### src/rtl/int_div_unit.sv
// Iterative RV32M divider (DIV/DIVU/REM/REMU): radix-2 restoring, one quotient bit per cycle.
// Divide-by-zero and signed overflow resolve in one cycle; flush or reset abandon work silently.
module int_div_unit #(
  parameter int XLEN = 32
) (
  input  logic            clk,
  input  logic            reset,
  input  logic            div_start,
  input  logic [1:0]      div_op,
  input  logic [XLEN-1:0] rs1_data,
  input  logic [XLEN-1:0] rs2_data,
  input  logic [4:0]      rd_in,
  input  logic            flush,
  output logic [XLEN-1:0] div_result,
  output logic [4:0]      div_rd,
  output logic            div_done,
  output logic            div_unit_busy
);

  localparam int CW = $clog2(XLEN) + 1;
  localparam logic [CW-1:0] LAST_ITER = CW'(XLEN - 1);
  localparam logic [XLEN-1:0] INT_MIN = {1'b1, {(XLEN-1){1'b0}}};

  typedef enum logic [1:0] {IDLE, CALC, DONE} state_t;

  state_t          state_q, state_d;
  logic [CW-1:0]   count_q, count_d;
  logic [XLEN-1:0] rem_q, rem_d;
  logic [XLEN-1:0] quo_q, quo_d;
  logic [XLEN-1:0] dvsr_q, dvsr_d;
  logic            is_rem_q, is_rem_d;
  logic            q_neg_q, q_neg_d;
  logic            r_neg_q, r_neg_d;
  logic [4:0]      rd_work_q, rd_work_d;
  logic [XLEN-1:0] result_q, result_d;
  logic [4:0]      rd_q, rd_d;

  logic            signed_op;
  logic            div_by_zero;
  logic            sgn_ovf;
  logic [XLEN-1:0] abs1, abs2;
  logic [XLEN:0]   part;
  logic            trial_neg;
  logic [XLEN-1:0] diff;
  logic [XLEN-1:0] rem_nxt, quo_nxt;
  logic [XLEN-1:0] quo_fix, rem_fix;

  always_comb begin
    signed_op   = ~div_op[0];
    div_by_zero = (rs2_data == '0);
    sgn_ovf     = signed_op && (rs1_data == INT_MIN) && (rs2_data == '1);
    abs1        = (signed_op && rs1_data[XLEN-1]) ? -rs1_data : rs1_data;
    abs2        = (signed_op && rs2_data[XLEN-1]) ? -rs2_data : rs2_data;

    // The shifted partial remainder can exceed 32 bits for large unsigned divisors.
    part      = {rem_q, quo_q[XLEN-1]};
    trial_neg = (part < {1'b0, dvsr_q});
    diff      = part[XLEN-1:0] - dvsr_q;
    rem_nxt   = trial_neg ? part[XLEN-1:0] : diff;
    quo_nxt   = {quo_q[XLEN-2:0], ~trial_neg};
    quo_fix   = q_neg_q ? -quo_nxt : quo_nxt;
    rem_fix   = r_neg_q ? -rem_nxt : rem_nxt;
  end

  always_comb begin
    state_d   = state_q;
    count_d   = count_q;
    rem_d     = rem_q;
    quo_d     = quo_q;
    dvsr_d    = dvsr_q;
    is_rem_d  = is_rem_q;
    q_neg_d   = q_neg_q;
    r_neg_d   = r_neg_q;
    rd_work_d = rd_work_q;
    result_d  = result_q;
    rd_d      = rd_q;

    case (state_q)
      IDLE: begin
        if (div_start && !flush) begin
          is_rem_d  = div_op[1];
          rd_work_d = rd_in;
          q_neg_d   = signed_op & (rs1_data[XLEN-1] ^ rs2_data[XLEN-1]);
          r_neg_d   = signed_op & rs1_data[XLEN-1];
          rem_d     = '0;
          quo_d     = abs1;
          dvsr_d    = abs2;
          count_d   = '0;
          if (div_by_zero) begin
            result_d = div_op[1] ? rs1_data : '1;
            rd_d     = rd_in;
            state_d  = DONE;
          end else if (sgn_ovf) begin
            result_d = div_op[1] ? '0 : INT_MIN;
            rd_d     = rd_in;
            state_d  = DONE;
          end else begin
            state_d = CALC;
          end
        end
      end
      CALC: begin
        if (flush) begin
          state_d = IDLE;
        end else begin
          rem_d   = rem_nxt;
          quo_d   = quo_nxt;
          count_d = count_q + CW'(1);
          if (count_q == LAST_ITER) begin
            result_d = is_rem_q ? rem_fix : quo_fix;
            rd_d     = rd_work_q;
            state_d  = DONE;
          end
        end
      end
      DONE: begin
        state_d = IDLE;
      end
      default: begin
        state_d = IDLE;
      end
    endcase
  end

  always_ff @(posedge clk or posedge reset) begin
    if (reset) begin
      state_q   <= IDLE;
      count_q   <= '0;
      rem_q     <= '0;
      quo_q     <= '0;
      dvsr_q    <= '0;
      is_rem_q  <= 1'b0;
      q_neg_q   <= 1'b0;
      r_neg_q   <= 1'b0;
      rd_work_q <= '0;
      result_q  <= '0;
      rd_q      <= '0;
    end else begin
      state_q   <= state_d;
      count_q   <= count_d;
      rem_q     <= rem_d;
      quo_q     <= quo_d;
      dvsr_q    <= dvsr_d;
      is_rem_q  <= is_rem_d;
      q_neg_q   <= q_neg_d;
      r_neg_q   <= r_neg_d;
      rd_work_q <= rd_work_d;
      result_q  <= result_d;
      rd_q      <= rd_d;
    end
  end

  assign div_result    = result_q;
  assign div_rd        = rd_q;
  assign div_done      = (state_q == DONE);
  assign div_unit_busy = (state_q != IDLE);

endmodule

### config.mk
export PLATFORM = sky130hd
export DESIGN_NAME = int_div_unit
export DESIGN_NICKNAME = d
export VERILOG_FILES = /design/src/rtl/int_div_unit.sv
export SDC_FILE = /design/constraint.sdc
export NUM_CORES = 1
export LEC_CHECK = 0
export ABC_AREA = 1
export CORE_MARGIN = 2
export CORE_UTILIZATION = 35
export DETAILED_ROUTE_END_ITERATION = 10
export SETUP_SLACK_MARGIN = 0.15
export SYNTH_ARGS = -nofsm -noshare
export SYNTH_HDL_FRONTEND = slang
export SYNTH_SLANG_ARGS = --single-unit
### constraint.sdc
create_clock -name clk -period 7.9 [get_ports clk]
set_input_delay 1.58 -clock clk [delete_from_list [all_inputs] [get_ports clk]]
set_output_delay 1.58 -clock clk [all_outputs]
set_load 0.01 [all_outputs]
==> Yosys cells after proc, flatten, opt, wreduce, memory -nomap -nowiden <==
Index checks and enable logic that the tools add are counted.
{ "totals": {"reg_bits": 149, "latch_bits": 0, "ramBits": 0, "mem_bits_ro": 0, "inputBits": 75, "output_inout_bits": 39, "word_cells": 82, "mem_count": 0} }
{ "op_classes": {"n_addsub": 6, "mul": 0, "div": 0, "magnitude_cmp": 1, "eq_ne": 10, "n_shift": 0, "n_mux": 35, "bitwise_logic": 5, "reduce_logical": 14} }
{ "op_table": {"columns": ["cell", "count"], "rows": [
  ["2-to-1 mux 32 bit", 17],
  ["case mux 32 bit (2 select lines)", 3],
  ["negator 32 bit", 4],
  ["equality test 32 bit (second input constant)", 2],
  ["less-than comparator 33 x 32 -> 1 bit", 1],
  ["zero test 32 bit", 1],
  ["subtractor 32 bit", 1],
  ["2-to-1 mux 5 bit", 5],
  ["2-to-1 mux 6 bit", 2],
  ["case mux 6 bit (2 select lines)", 1],
  ["2-to-1 mux 2 bit", 5],
  ["case mux 5 bit (2 select lines)", 1],
  ["adder 6 x 1 -> 6 bit (second input constant)", 1],
  ["equality test 6 x 5 -> 1 bit (second input constant)", 1],
  ["inequality test 2 bit (second input constant)", 3],
  ["inequality test 3 bit (second input constant)", 2],
  ["logical AND 1 bit", 5],
  ["AND reduction 5 bit", 1],
  ["case mux 2 bit (2 select lines)", 1],
  ["AND reduction 2 bit", 2],
  ["nonzero test 2 bit", 2],
  ["AND reduction 3 bit", 1],
  ["AND 1 bit", 2],
  ["equality test 2 x 1 -> 1 bit (second input constant)", 1],
  ["other kinds (5)", 6]
]} }

==> Longest topological paths before layout <==
Gate-level depths: netlist of the first run.
{ "logic_depth": {"word_depth": 8, "ltp_mapped": 30} }

==> Worst setup path after synthesis of the first run <==
Ideal clock, no wire load.
{ "synth_timing": {"kind": "input to register", "startpoint": "input rs2_data[0]", "endpoint": "register result_q[1], in the netlist div_result[1]", "setup_ns": 0.124, "t_arrival_ns": 3.641, "required_time_ns": 7.776, "setup_slack_ns": 4.135, "path_stages": 18, "n_path_buf": 2, "path_cell_list": "inv_1 > ha_1 > nor3b_2 > nand2_1 > nor3_2 > nand2_1 > nor3_2 > nand3_1 > nor2_1 > nand3_1 > nor2_2 > inv_1 > o211ai_2 > nand2_2 > buf_2 > buf_2 > nand2_1 > nand2_1"} }
{ "synth_between": {"elab_chain_cells": 4} }
{ "synth_lines": {"columns": ["element", "line", "text"], "rows": [
  ["from (decl)", "11", "input logic [XLEN-1:0] rs2_data,"],
  ["equality test 32 bit / zero test 32 bit (equally long branches)", "51, 50", null],
  ["logical AND 1 bit / 2-to-1 mux 32 bit (equally long branches)", "51, 89", null],
  ["inequality test 3 bit (no source line) / 2-to-1 mux 32 bit (equally long branches)", null, null],
  ["AND reduction 5 bit (no source line) / case mux 32 bit (2 select lines) (equally long branches)", null, null],
  ["to (signal assigned)", "148", "result_q <= result_d;"],
  ["to (decl)", "35", "logic [XLEN-1:0] result_q, result_d;"]
]} }
Several ways; a longest one is shown, not always the timed one. The select of a mux whose other input is x is not followed.
A chain may end at the register's enable or synchronous reset.

==> Worst setup path after layout of the first run <==
{ "layout_timing": {"startpoint": "input rs2_data[1]", "endpoint": "register result_q[6], in the netlist div_result[6]"} }
The elaborated chain is that of the path after synthesis.

==> results of run 1 <==
[power groups by stage]
stage                     clock network, mW  logic, mW  registers, mW
final                                 0.806       5.08           1.42
after global routing                  0.849       5.69           1.46
after CTS                             0.814       5.05           1.42
after detailed placement                  0       5.03           1.42
after global placement                    0       4.99           1.42
after floorplan                           0       3.53           1.34
[worst min path at each step]
stage | start | to | cells past startpoint
6_report | rd_work_q[4]$_DFFE_PP0P_ | rd_work_q[4]$_DFFE_PP0P_ | 2
5_1_grt | dvsr_q[9]$_DFFE_PP0P_ | dvsr_q[9]$_DFFE_PP0P_ | 2
4_1_cts | rd_work_q[4]$_DFFE_PP0P_ | rd_work_q[4]$_DFFE_PP0P_ | 2
3_5_place_dp | rd_work_q[4]$_DFFE_PP0P_ | rd_work_q[4]$_DFFE_PP0P_ | 2
3_3_place_gp | rd_work_q[1]$_DFFE_PP0P_ | rd_work_q[1]$_DFFE_PP0P_ | 2
2_1_floorplan | rd_work_q[0]$_DFFE_PP0P_ | rd_work_q[0]$_DFFE_PP0P_ | 2
[layout make-up]
cell class / instances / area (sq um)
clock buffers: 20 / 457
clock inverters: 11 / 104
fillers: 3980 / 21500
inverters: 305 / 1150
multi-input cells: 1553 / 7830
flip-flops and latches: 149 / 3730
well taps: 468 / 586
repair buffers: 124 / 1210
[state kept, by name, indices dropped and copies added (netlist names)]
name	flops
div_rd	5
is_rem_q	1
rem_q	32
q_neg_q	1
rd_work_q	5
r_neg_q	1
state_q	2
div_result	32
count_q	6
quo_q	32
dvsr_q	32
[cells in the final DEF, fill, tap and decap left out, types with 26 or more instances in the layout]
cell type / count
inv_1: 285
nand2_2: 34
o21ai_0: 188
nand2_1: 590
clkdlybuf4s50_1: 113
nor3_1: 33
ha_1: 38
a21oi_1: 107
xor2_1: 42
nand4_1: 26
dfrtp_1: 149
nor2_1: 185
nand3_1: 133
[per-layer routing]
| metal | vias up | track usage |
|---|---|---|
| li1 | 6867 | - |
| met1 | 6393 | 0.355 |
| met2 | 504 | 0.390 |
| met3 | 60 | 0.0386 |
| met4 | 0 | 0.0707 |
| met5 | - | 0 |
[tightest hold or removal path: stages (launching register included)]
cell and delay (ns):
dfrtp_1 0.34, nand2_1 0.05, o21ai_0 0.06
[logic make-up after synthesis]
family	share of synthesized area
flops	0.286
simple gates	0.356
compound gates	0.170
buf+inv	0.115
fa+ha+maj	0.0380
xor+xnor	0.0356
[metrics by stage]
stage / cell area, sq um / total power, mW / utilization / instances
6_report: 15100 / 7.31 / 0.412 / 2630
5_1_grt: 15100 / 8.00 / 0.412 / 2630
4_1_cts: 15100 / 7.28 / 0.412 / 2630
3_5_place_dp: 14500 / 6.45 / 0.396 / 2599
3_3_place_gp: 14500 / 6.42 / 0.396 / 2599
2_1_floorplan: 13000 / 4.87 / - / 2081
==> impl_metrics.csv, run 1 <==
group,metric,value,unit
outcome,status,"finished, final reports clean",
floorplanning,start_util,0.356,
timing,fin_crit,5.79,ns
placed_design,place_hpwl,37.1,mm
setup_path,rr_worst_depth,28,
synth,async_reset_ff_frac,1.00,
timing,skew,0.0119,ns
synth,yosys_warnings,0,
setup_path,path_class,"in -> reg",
setup_path,crit_cells,19,
floorplanning,dieArea,0.0388,sq mm
detailed_routing,wl_per_cell,18.1,um
timing,finalSetupViolations,0,
global_route,grt_max_degree,87,
placed_design,gp_congestion,0.929,
detailed_routing,wl,47.7,mm
detailed_routing,route.met3.wl,3.02,mm
clock_tree,cts_sinks,149,
final_layout,drive_gt1_frac,0.0685,
global_route,grt_overflow,0,
setup_path,cp_top_family,"simple AND/OR/NAND/NOR gates",
setup_path,crit_chain,"clkdlybuf4s50_1 > inv_1 > ha_1 > nor3b_2 > nand2_1 > nor3_2 > nand2_1 > nor3_2 > nand3_1 > nor2_1 > nand3_1 > nor2_2 > inv_1 > o211ai_2 > nand2_2 > buf_4 > a31oi_1 > o21ai_0 > nand2_1",
run,max_cap_violations,0,
power_and_ir_drop,peakVddDrop,0.000203,V
setup_path,worstPathArrival,6.17,ns
final_layout,area_delta_synth_final,15.6,%
global_route,grt_antenna_before_repair,0,
detailed_routing,ant_nets,0,
synth,synth.top_cells.by_count,"nand2_1 (592), inv_1 (286), o21ai_0 (188)",
power_and_ir_drop,p_comb_frac,0.695,
floorplanning,fp-row-count,70,
setup_path,endpoint,"div_result[6]$_DFFE_PP0P_",
clock_tree,h-tree-depth,4,
clock_tree,post_cts_buffers,0,
setup_path,path_common_cell,"nand2_1",
synth,avgSynthCellArea,6.27,sq um
setup_path,required,8.28,ns
setup_path,crit_buf_inv,4,
floorplanning,dieHeight,197,um
final_layout,diodes,0,
timing,max_freq,173,MHz
placed_design,numPortBuffers,113,
timing,slew_violations,0,
synth,synthCells,2081,
detailed_routing,drtIter0Drc,1523,
timing,layout_worst_path_cycle_share,0.733,
clock_tree,cts-root-buf,"clkbuf_16",
detailed_routing,routed-wl-met2,21.1,mm
detailed_routing,via_per_inst,5.26,
setup_path,rrSetupSlack,2.71,ns
synth,syn_nets,2195,
detailed_routing,first_pass_iters,6,
global_route,track_usage,0.249,
synth,synth_seq_cells,149,
power_and_ir_drop,switching_share,0.571,
detailed_routing,via_count,13800,
setup_path,cpPeakStageDelay,0.93,ns
clock_tree,cts_hold_buf,0,
global_route,grt_pass1_wl,74.5,mm
synth,synth_area,0.0130,sq mm
power_and_ir_drop,p_per_area,485,mW/mm^2
placed_design,dp_slack,1.73,ns
setup_path,crit_fanout,40,
clock_tree,worst_skew_pair.late_latency,0.44,ns
clock_tree,clock_path_buffers,2,
setup_path,start_kind,"primary input",
synth,synth_cell_types,60,
detailed_routing,top_layer_used,"met4",
timing,setup_tns,0,ns
synth,synth_top_cell_area_share,0.286,
timing,rsz0062_at_grt,"false",
setup_path,critPathCaptureType,"flip-flop",
power_and_ir_drop,p_leak,7.32,nW
timing,hold_ws,0.482,ns
synth,synth_edf_count,0,
synth,synth_area_leaders,"dfrtp_1 (29%), nand2_1 (17%), inv_1 (8.2%)",
hold_path,hp-class,"reg -> reg",
final_layout,nets,2264,
timing,hold_viol,0,
setup_path,critPathSlowestCell,"nor2_2",
detailed_routing,drc,0,
floorplanning,die_w,197,um
power_and_ir_drop,intPower,3.14,mW
global_route,first_global_vias,13000,
setup_path,critPathLaunch,"rs2_data[1]",
setup_path,worstReg2RegStart,"dvsr_q[2]$_DFFE_PP0P_",
floorplanning,io_pins,114,
power_and_ir_drop,power_switching,4.17,mW
clock_tree,tritoncts,"built",
timing,max_slew_margin,0.197,
clock_tree,tritoncts.num_buffers,17,
power_and_ir_drop,clkPwrFrac,0.110,
clock_tree,clkTransAtPathRegs,0.07,ns
synth,synth_most_common_cell,"nand2_1",
clock_tree,ctsResizeCount,0,
synth,synth_area_leader_cell,"dfrtp_1",
floorplanning,fp.coreArea,0.0366,sq mm
setup_path,rr_endpoint,"div_result[26]$_DFFE_PP0P_",
power_and_ir_drop,power_frac_seq,0.195,
timing,worst_slack,2.11,ns
synth,seq_area_frac_synth,0.286,
timing,tightest_slew,1.20,ns
detailed_routing,wl_met1,22.4,mm
synth,synth_ff_type,"dfrtp_1",
Note: power is estimated with default switching activity, not from simulation.
==> inputs of run 2 (changes only) <==
==> constraint.sdc (replaced) <==
create_clock -name clk -period 6 [get_ports clk]
set_input_delay 1.2 -clock clk [delete_from_list [all_inputs] [get_ports clk]]
set_output_delay 1.2 -clock clk [all_outputs]
set_load 0.01 [all_outputs]
==> run 2 against run 1 <==
- critical path depth grew 8
- critical path type is now reg -> reg
- total power grew 31%
- cell count is essentially flat
- highest routed layer unchanged
- largest power group unchanged
==> impl_metrics.csv, run 2 (synthesis gave the netlist of run 1 again) <==
group,metric,value,unit
timing,finalSetupViolations,0,
detailed_routing,first_pass_iters,6,
final_layout,fin_cells,2632,
clock_tree,tritoncts,"built",
placed_design,numPortBuffers,113,
final_layout,drive_gt1_frac,0.0698,
final_layout,diodes,0,
timing,setup_tns,0,ns
power_and_ir_drop,p_leak,7.38,nW
outcome,status,"finished, final reports clean",
clock_tree,cts_sinks,149,
timing,hold_viol,0,
clock_tree,cts-root-buf,"clkbuf_16",
setup_path,critPathSlowestCell,"nor3_1",
setup_path,cpPeakStageDelay,0.47,ns
placed_design,placed_cells,2602,
setup_path,critPathCaptureType,"flip-flop",
timing,fin_crit,4.75,ns
power_and_ir_drop,peakVddDrop,0.000474,V
timing,max_slew_margin,0.392,
final_layout,n_fill_cell,3890,
clock_tree,clkTransAtPathRegs,0.07,ns
setup_path,path_class,"reg -> reg",
detailed_routing,ant_nets,0,
floorplanning,io_pins,114,
floorplanning,start_util,0.356,
final_layout,nets,2267,
final_layout,layout.cells.most_common_list,"nand2_1 (590), inv_1 (285), o21ai_0 (188)",
global_route,first_global_vias,13200,
clock_tree,post_cts_buffers,0,
detailed_routing,drtIter0Drc,1425,
placed_design,place_hpwl,36.2,mm
floorplanning,fp-row-count,70,
setup_path,worstReg2RegStart,"rem_q[15]$_DFFE_PP0P_",
setup_path,start_kind,"flip-flop",
clock_tree,cts_hold_buf,0,
detailed_routing,wl_per_cell,17.7,um
setup_path,rrSetupSlack,1.25,ns
setup_path,endpoint,"div_result[30]$_DFFE_PP0P_",
detailed_routing,drc,0,
clock_tree,clock_path_buffers,2,
detailed_routing,top_layer_used,"met4",
setup_path,crit_fanout,16,
setup_path,required,6.33,ns
power_and_ir_drop,p_per_area,632,mW/mm^2
detailed_routing,via_per_inst,5.24,
detailed_routing,via_count,13800,
setup_path,critPathLaunch,"rem_q[15]$_DFFE_PP0P_",
detailed_routing,wl,46.7,mm
global_route,grt_antenna_before_repair,0,
setup_path,rr_worst_depth,27,
final_layout,final_common_cell,"nand2_1",
timing,slew_violations,0,
detailed_routing,route.met3.wl,2.96,mm
detailed_routing,wl_met1,21.7,mm
clock_tree,ctsResizeCount,0,
floorplanning,dieHeight,197,um
setup_path,worstPathArrival,5.07,ns
global_route,grt_overflow,0,
floorplanning,dieArea,0.0388,sq mm
clock_tree,h-tree-depth,4,
timing,skew,0.0164,ns
global_route,grt_max_degree,88,
clock_tree,worst_skew_pair.late_latency,0.44,ns
floorplanning,die_w,197,um
setup_path,path_common_cell,"nand2_1",
global_route,track_usage,0.245,
setup_path,rr_endpoint,"div_result[30]$_DFFE_PP0P_",
final_layout,area.sequential,0.00373,sq mm
hold_path,hp-class,"reg -> reg",
hold_path,hp-start,"rd_work_q[3]$_DFFE_PP0P_",
final_layout,multiInputGateArea,0.00783,sq mm
global_route,grt_pass1_wl,73.8,mm
placed_design,gp_congestion,0.940,
clock_tree,tritoncts.num_buffers,17,
detailed_routing,routed-wl-met2,20.7,mm
timing,tightest_slew,0.911,ns
timing,max_freq,211,MHz
timing,layout_worst_path_cycle_share,0.791,
floorplanning,fp.coreArea,0.0366,sq mm
timing,rsz0062_at_grt,"false",
final_layout,area_delta_synth_final,16.3,%
run,max_cap_violations,0,
==> run 2: cell types whose count changed in the layout (fill, tap and decap cells not counted), sizes merged <==
| cell | change |
|---|---|
| clkinv | -3 |
| buf | +3 |
| bufinv | +3 |
| inv | +2 |
| clkbuf | -1 |
| clkinvlp | -2 |
==> run 2: how the worst min path moves through the flow <==
stage	endpoint	slack, ns	cells after the start
after floorplan	rd_work_q[0]$_DFFE_PP0P_	0.45	2
after global placement	rd_work_q[0]$_DFFE_PP0P_	0.46	2
after detailed placement	div_result[30]$_DFFE_PP0P_	0.47	2
after CTS	rd_work_q[3]$_DFFE_PP0P_	0.49	2
after global routing	rd_work_q[0]$_DFFE_PP0P_	0.50	2
final	rd_work_q[3]$_DFFE_PP0P_	0.48	2
==> run 2: where the power goes <==
part           switching [mW]  internal [mW]  leakage, nW
Combinational            4.40           2.08         5.19
Clock                   0.468          0.718        0.298
Sequential              0.468           1.46         1.89
==> run 2: metal layers <==
layer	track usage	vias up
li1	-	6854
met1	0.346	6387
met2	0.381	478
met3	0.0413	67
met4	0.0794	0
met5	0	-
==> run 2: area by class of cell <==
cell class	instances	area share
repair buffers	127	0.0815
clock inverters	11	0.0115
well taps	468	0.0386
flip-flops and latches	149	0.246
inverters	305	0.0760
clock buffers	19	0.0299
multi-input cells	1553	0.517
==> run 2: critical path: cells and delay by family, from the launching register on <==
| family | cells | cell delay (ns) |
|---|---|---|
| and+or+nand+nor | 18 | 2.84 |
| AOI/OAI and AO/OA | 3 | 0.36 |
| buffers and inverters | 4 | 0.37 |
| DFF | 1 | 0.45 |
| adders and majority gates | 2 | 0.62 |
==> run 2: through the flow <==
stage / util / total power [mW] / hold slack [ns] / setup WS [ns] / cell area, sq um
finish: 0.414 / 9.58 / 0.483 / 1.25 / 15200
global route: 0.414 / 10.5 / 0.504 / 0.842 / 15200
CTS: 0.414 / 9.55 / 0.486 / 1.38 / 15200
detailed placement: 0.397 / 8.33 / 0.469 / 0.945 / 14500
global placement: 0.397 / 8.27 / 0.465 / 1.08 / 14500
floorplan: - / 6.42 / 0.448 / 0.792 / 13000
==> inputs of run 3 (changes only) <==
==> constraint.sdc (replaced) <==
create_clock -name clk -period 4.8 [get_ports clk]
set_input_delay 0.96 -clock clk [delete_from_list [all_inputs] [get_ports clk]]
set_output_delay 0.96 -clock clk [all_outputs]
set_load 0.01 [all_outputs]
==> run 3 against run 2 <==
- cell count up 0.30%
- critical path type unchanged
- clock skew down 0.0040 ns
- combinational power up 27%
- register-to-register slack worse by 0.75 ns
- non-clock buffer count up 6
- flip-flop and latch count unchanged
- worst hold slack about the same
- core utilization about the same
- final area about the same
- wire length up 0.61%
- sequential power up 23%
==> impl_metrics.csv, run 3 (synthesis gave the netlist of run 1 again) <==
group,metric,value,unit
timing,slew_violations,0,
power_and_ir_drop,switching_share,0.569,
global_route,grt.busiest_layer,"met2",
global_route,first_global_vias,13200,
timing,setup_tns,0,ns
power_and_ir_drop,p_per_area,786,mW/mm^2
clock_tree,clkTransAtPathRegs,0.07,ns
detailed_routing,drtIter0Drc,1315,
hold_path,hp-start,"div_result[25]$_DFFE_PP0P_",
setup_path,path_class,"reg -> reg",
placed_design,place_hpwl,35.9,mm
power_and_ir_drop,peakVddDrop,0.000509,V
outcome,status,"finished, final reports clean",
placed_design,gp_congestion,0.933,
timing,fin_crit,4.30,ns
power_and_ir_drop,power_switching,6.78,mW
placed_design,numPortBuffers,113,
power_and_ir_drop,intPower,5.13,mW
setup_path,worstPathArrival,4.63,ns
floorplanning,die_w,197,um
power_and_ir_drop,power.total,11.9,mW
final_layout,finish.utilization,0.414,
clock_tree,post_cts_buffers,0,
timing,hold_ws,0.484,ns
detailed_routing,ant_nets,0,
setup_path,worstReg2RegStart,"rem_q[20]$_DFFE_PP0P_",
global_route,grt_use_met1,0.340,
clock_tree,cts-root-buf,"clkbuf_16",
final_layout,fin_cells,2640,
detailed_routing,via_count,14100,
timing,max_slew_margin,0.335,
power_and_ir_drop,power_frac_seq,0.198,
detailed_routing,wl_per_cell,17.8,um
setup_path,start_kind,"flip-flop",
global_route,grtUsageMet2,0.375,
timing,finalSetupViolations,0,
clock_tree,h-tree-depth,4,
floorplanning,dieArea,0.0388,sq mm
floorplanning,dieHeight,197,um
global_route,grt_antenna_before_repair,3,
final_layout,layout.cells.most_common_list,"nand2_1 (590), inv_1 (285), o21ai_0 (188)",
placed_design,placed_cells,2608,
final_layout,nets,2273,
power_and_ir_drop,p_comb_frac,0.692,
clock_tree,clock_path_buffers,2,
global_route,track_usage,0.241,
power_and_ir_drop,p_leak,7.36,nW
setup_path,critPathLaunch,"rem_q[20]$_DFFE_PP0P_",
floorplanning,fp-row-count,70,
clock_tree,worst_skew_pair.late_latency,0.44,ns
global_route,use_met3,0.0340,
global_route,grt_overflow,0,
timing,tightest_slew,0.997,ns
setup_path,crit_fanout,24,
detailed_routing,via_per_inst,5.34,
timing,layout_worst_path_cycle_share,0.895,
floorplanning,fp.coreArea,0.0366,sq mm
final_layout,n_fill_cell,3885,
power_and_ir_drop,clkPwrFrac,0.110,
hold_path,hp-class,"reg -> reg",
run,max_cap_violations,0,
timing,worst_slack,0.503,ns
clock_tree,tritoncts.num_buffers,17,
floorplanning,io_pins,114,
clock_tree,cts_sinks,149,
final_layout,area_delta_synth_final,16.1,%
final_layout,drive_gt1_frac,0.0737,
timing,hold_viol,0,
final_layout,final_common_cell,"nand2_1",
global_route,grt_max_degree,102,
timing,max_freq,233,MHz
placed_design,placed_cell_area,0.0146,sq mm
final_layout,fin_area,0.0151,sq mm
floorplanning,start_util,0.356,
timing,skew,0.0123,ns
setup_path,required,5.14,ns
detailed_routing,drc,0,
global_route,grt_pass1_wl,72.8,mm
final_layout,diodes,0,
clock_tree,tritoncts,"built",
timing,rsz0062_at_grt,"false",
setup_path,critPathCaptureType,"flip-flop",
placed_design,dp_slack,0.142,ns
detailed_routing,first_pass_iters,6,
detailed_routing,wl,47.0,mm
run 3: per-layer routing:
metal	wire (um)	share of wire
met5	13	0.00028
met4	1570	0.033
met3	3240	0.069
met2	20700	0.44
met1	21500	0.46
run 3: path summary, 6_finish.rpt:
kind	end	slack, ns	cells past startpoint
setup / recovery	div_result[28]$_DFFE_PP0P_	0.50	26
hold / removal	div_result[25]$_DFFE_PP0P_	0.48	2
setup reg to reg	div_result[28]$_DFFE_PP0P_	0.50	26
hold reg to reg	div_result[25]$_DFFE_PP0P_	0.48	2
max in group asynchronous	dvsr_q[20]$_DFFE_PP0P_	2.74	3
min in group asynchronous	div_result[19]$_DFFE_PP0P_	1.02	2
run 3: what timing repair did:
action,in CTS,in global routing
resized for setup,0,3
endpoints found under the setup margin,0,3
hold buffers,0,0
run 3: power groups by stage:
| stage | sequential, mW | clock (mW) | combinational [mW] |
|---|---|---|---|
| floorplan | 2.21 | 0 | 5.81 |
| global placement | 2.36 | 0 | 8.00 |
| detailed placement | 2.36 | 0 | 8.10 |
| CTS | 2.34 | 1.33 | 8.13 |
| global route | 2.42 | 1.38 | 9.14 |
| finish | 2.36 | 1.31 | 8.24 |
run 3: area by class of cell:
class | count | area, sq um | area share
well taps | 468 | 586 | 0.0387
multi-input cells | 1553 | 7840 | 0.518
repair buffers | 133 | 1290 | 0.0854
clock buffers | 20 | 447 | 0.0295
inverters | 305 | 1150 | 0.0760
flip-flops and latches | 149 | 3730 | 0.246
clock inverters | 12 | 97.6 | 0.00644
run 3: worst max-delay path, stage by stage (launching register included):
cell and delay [ns]:
dfrtp_1 0.42, ha_1 0.41, nand2_1 0.14, inv_2 0.06
nand2_2 0.11, inv_2 0.06, a21oi_4 0.19, nor2_4 0.06
nor2_8 0.25, nand2_8 0.17, inv_4 0.16, ha_1 0.20
nand2_1 0.06, nor2_1 0.17, nand3_1 0.15, nor3_2 0.24
nand3_2 0.17, nor3_2 0.18, nand2_1 0.13, nor2_2 0.15
a31oi_1 0.12, o21ai_0 0.20, a21oi_1 0.06, nor2_1 0.10
o21ai_1 0.09, nand2_1 0.06, nand2_1 0.05
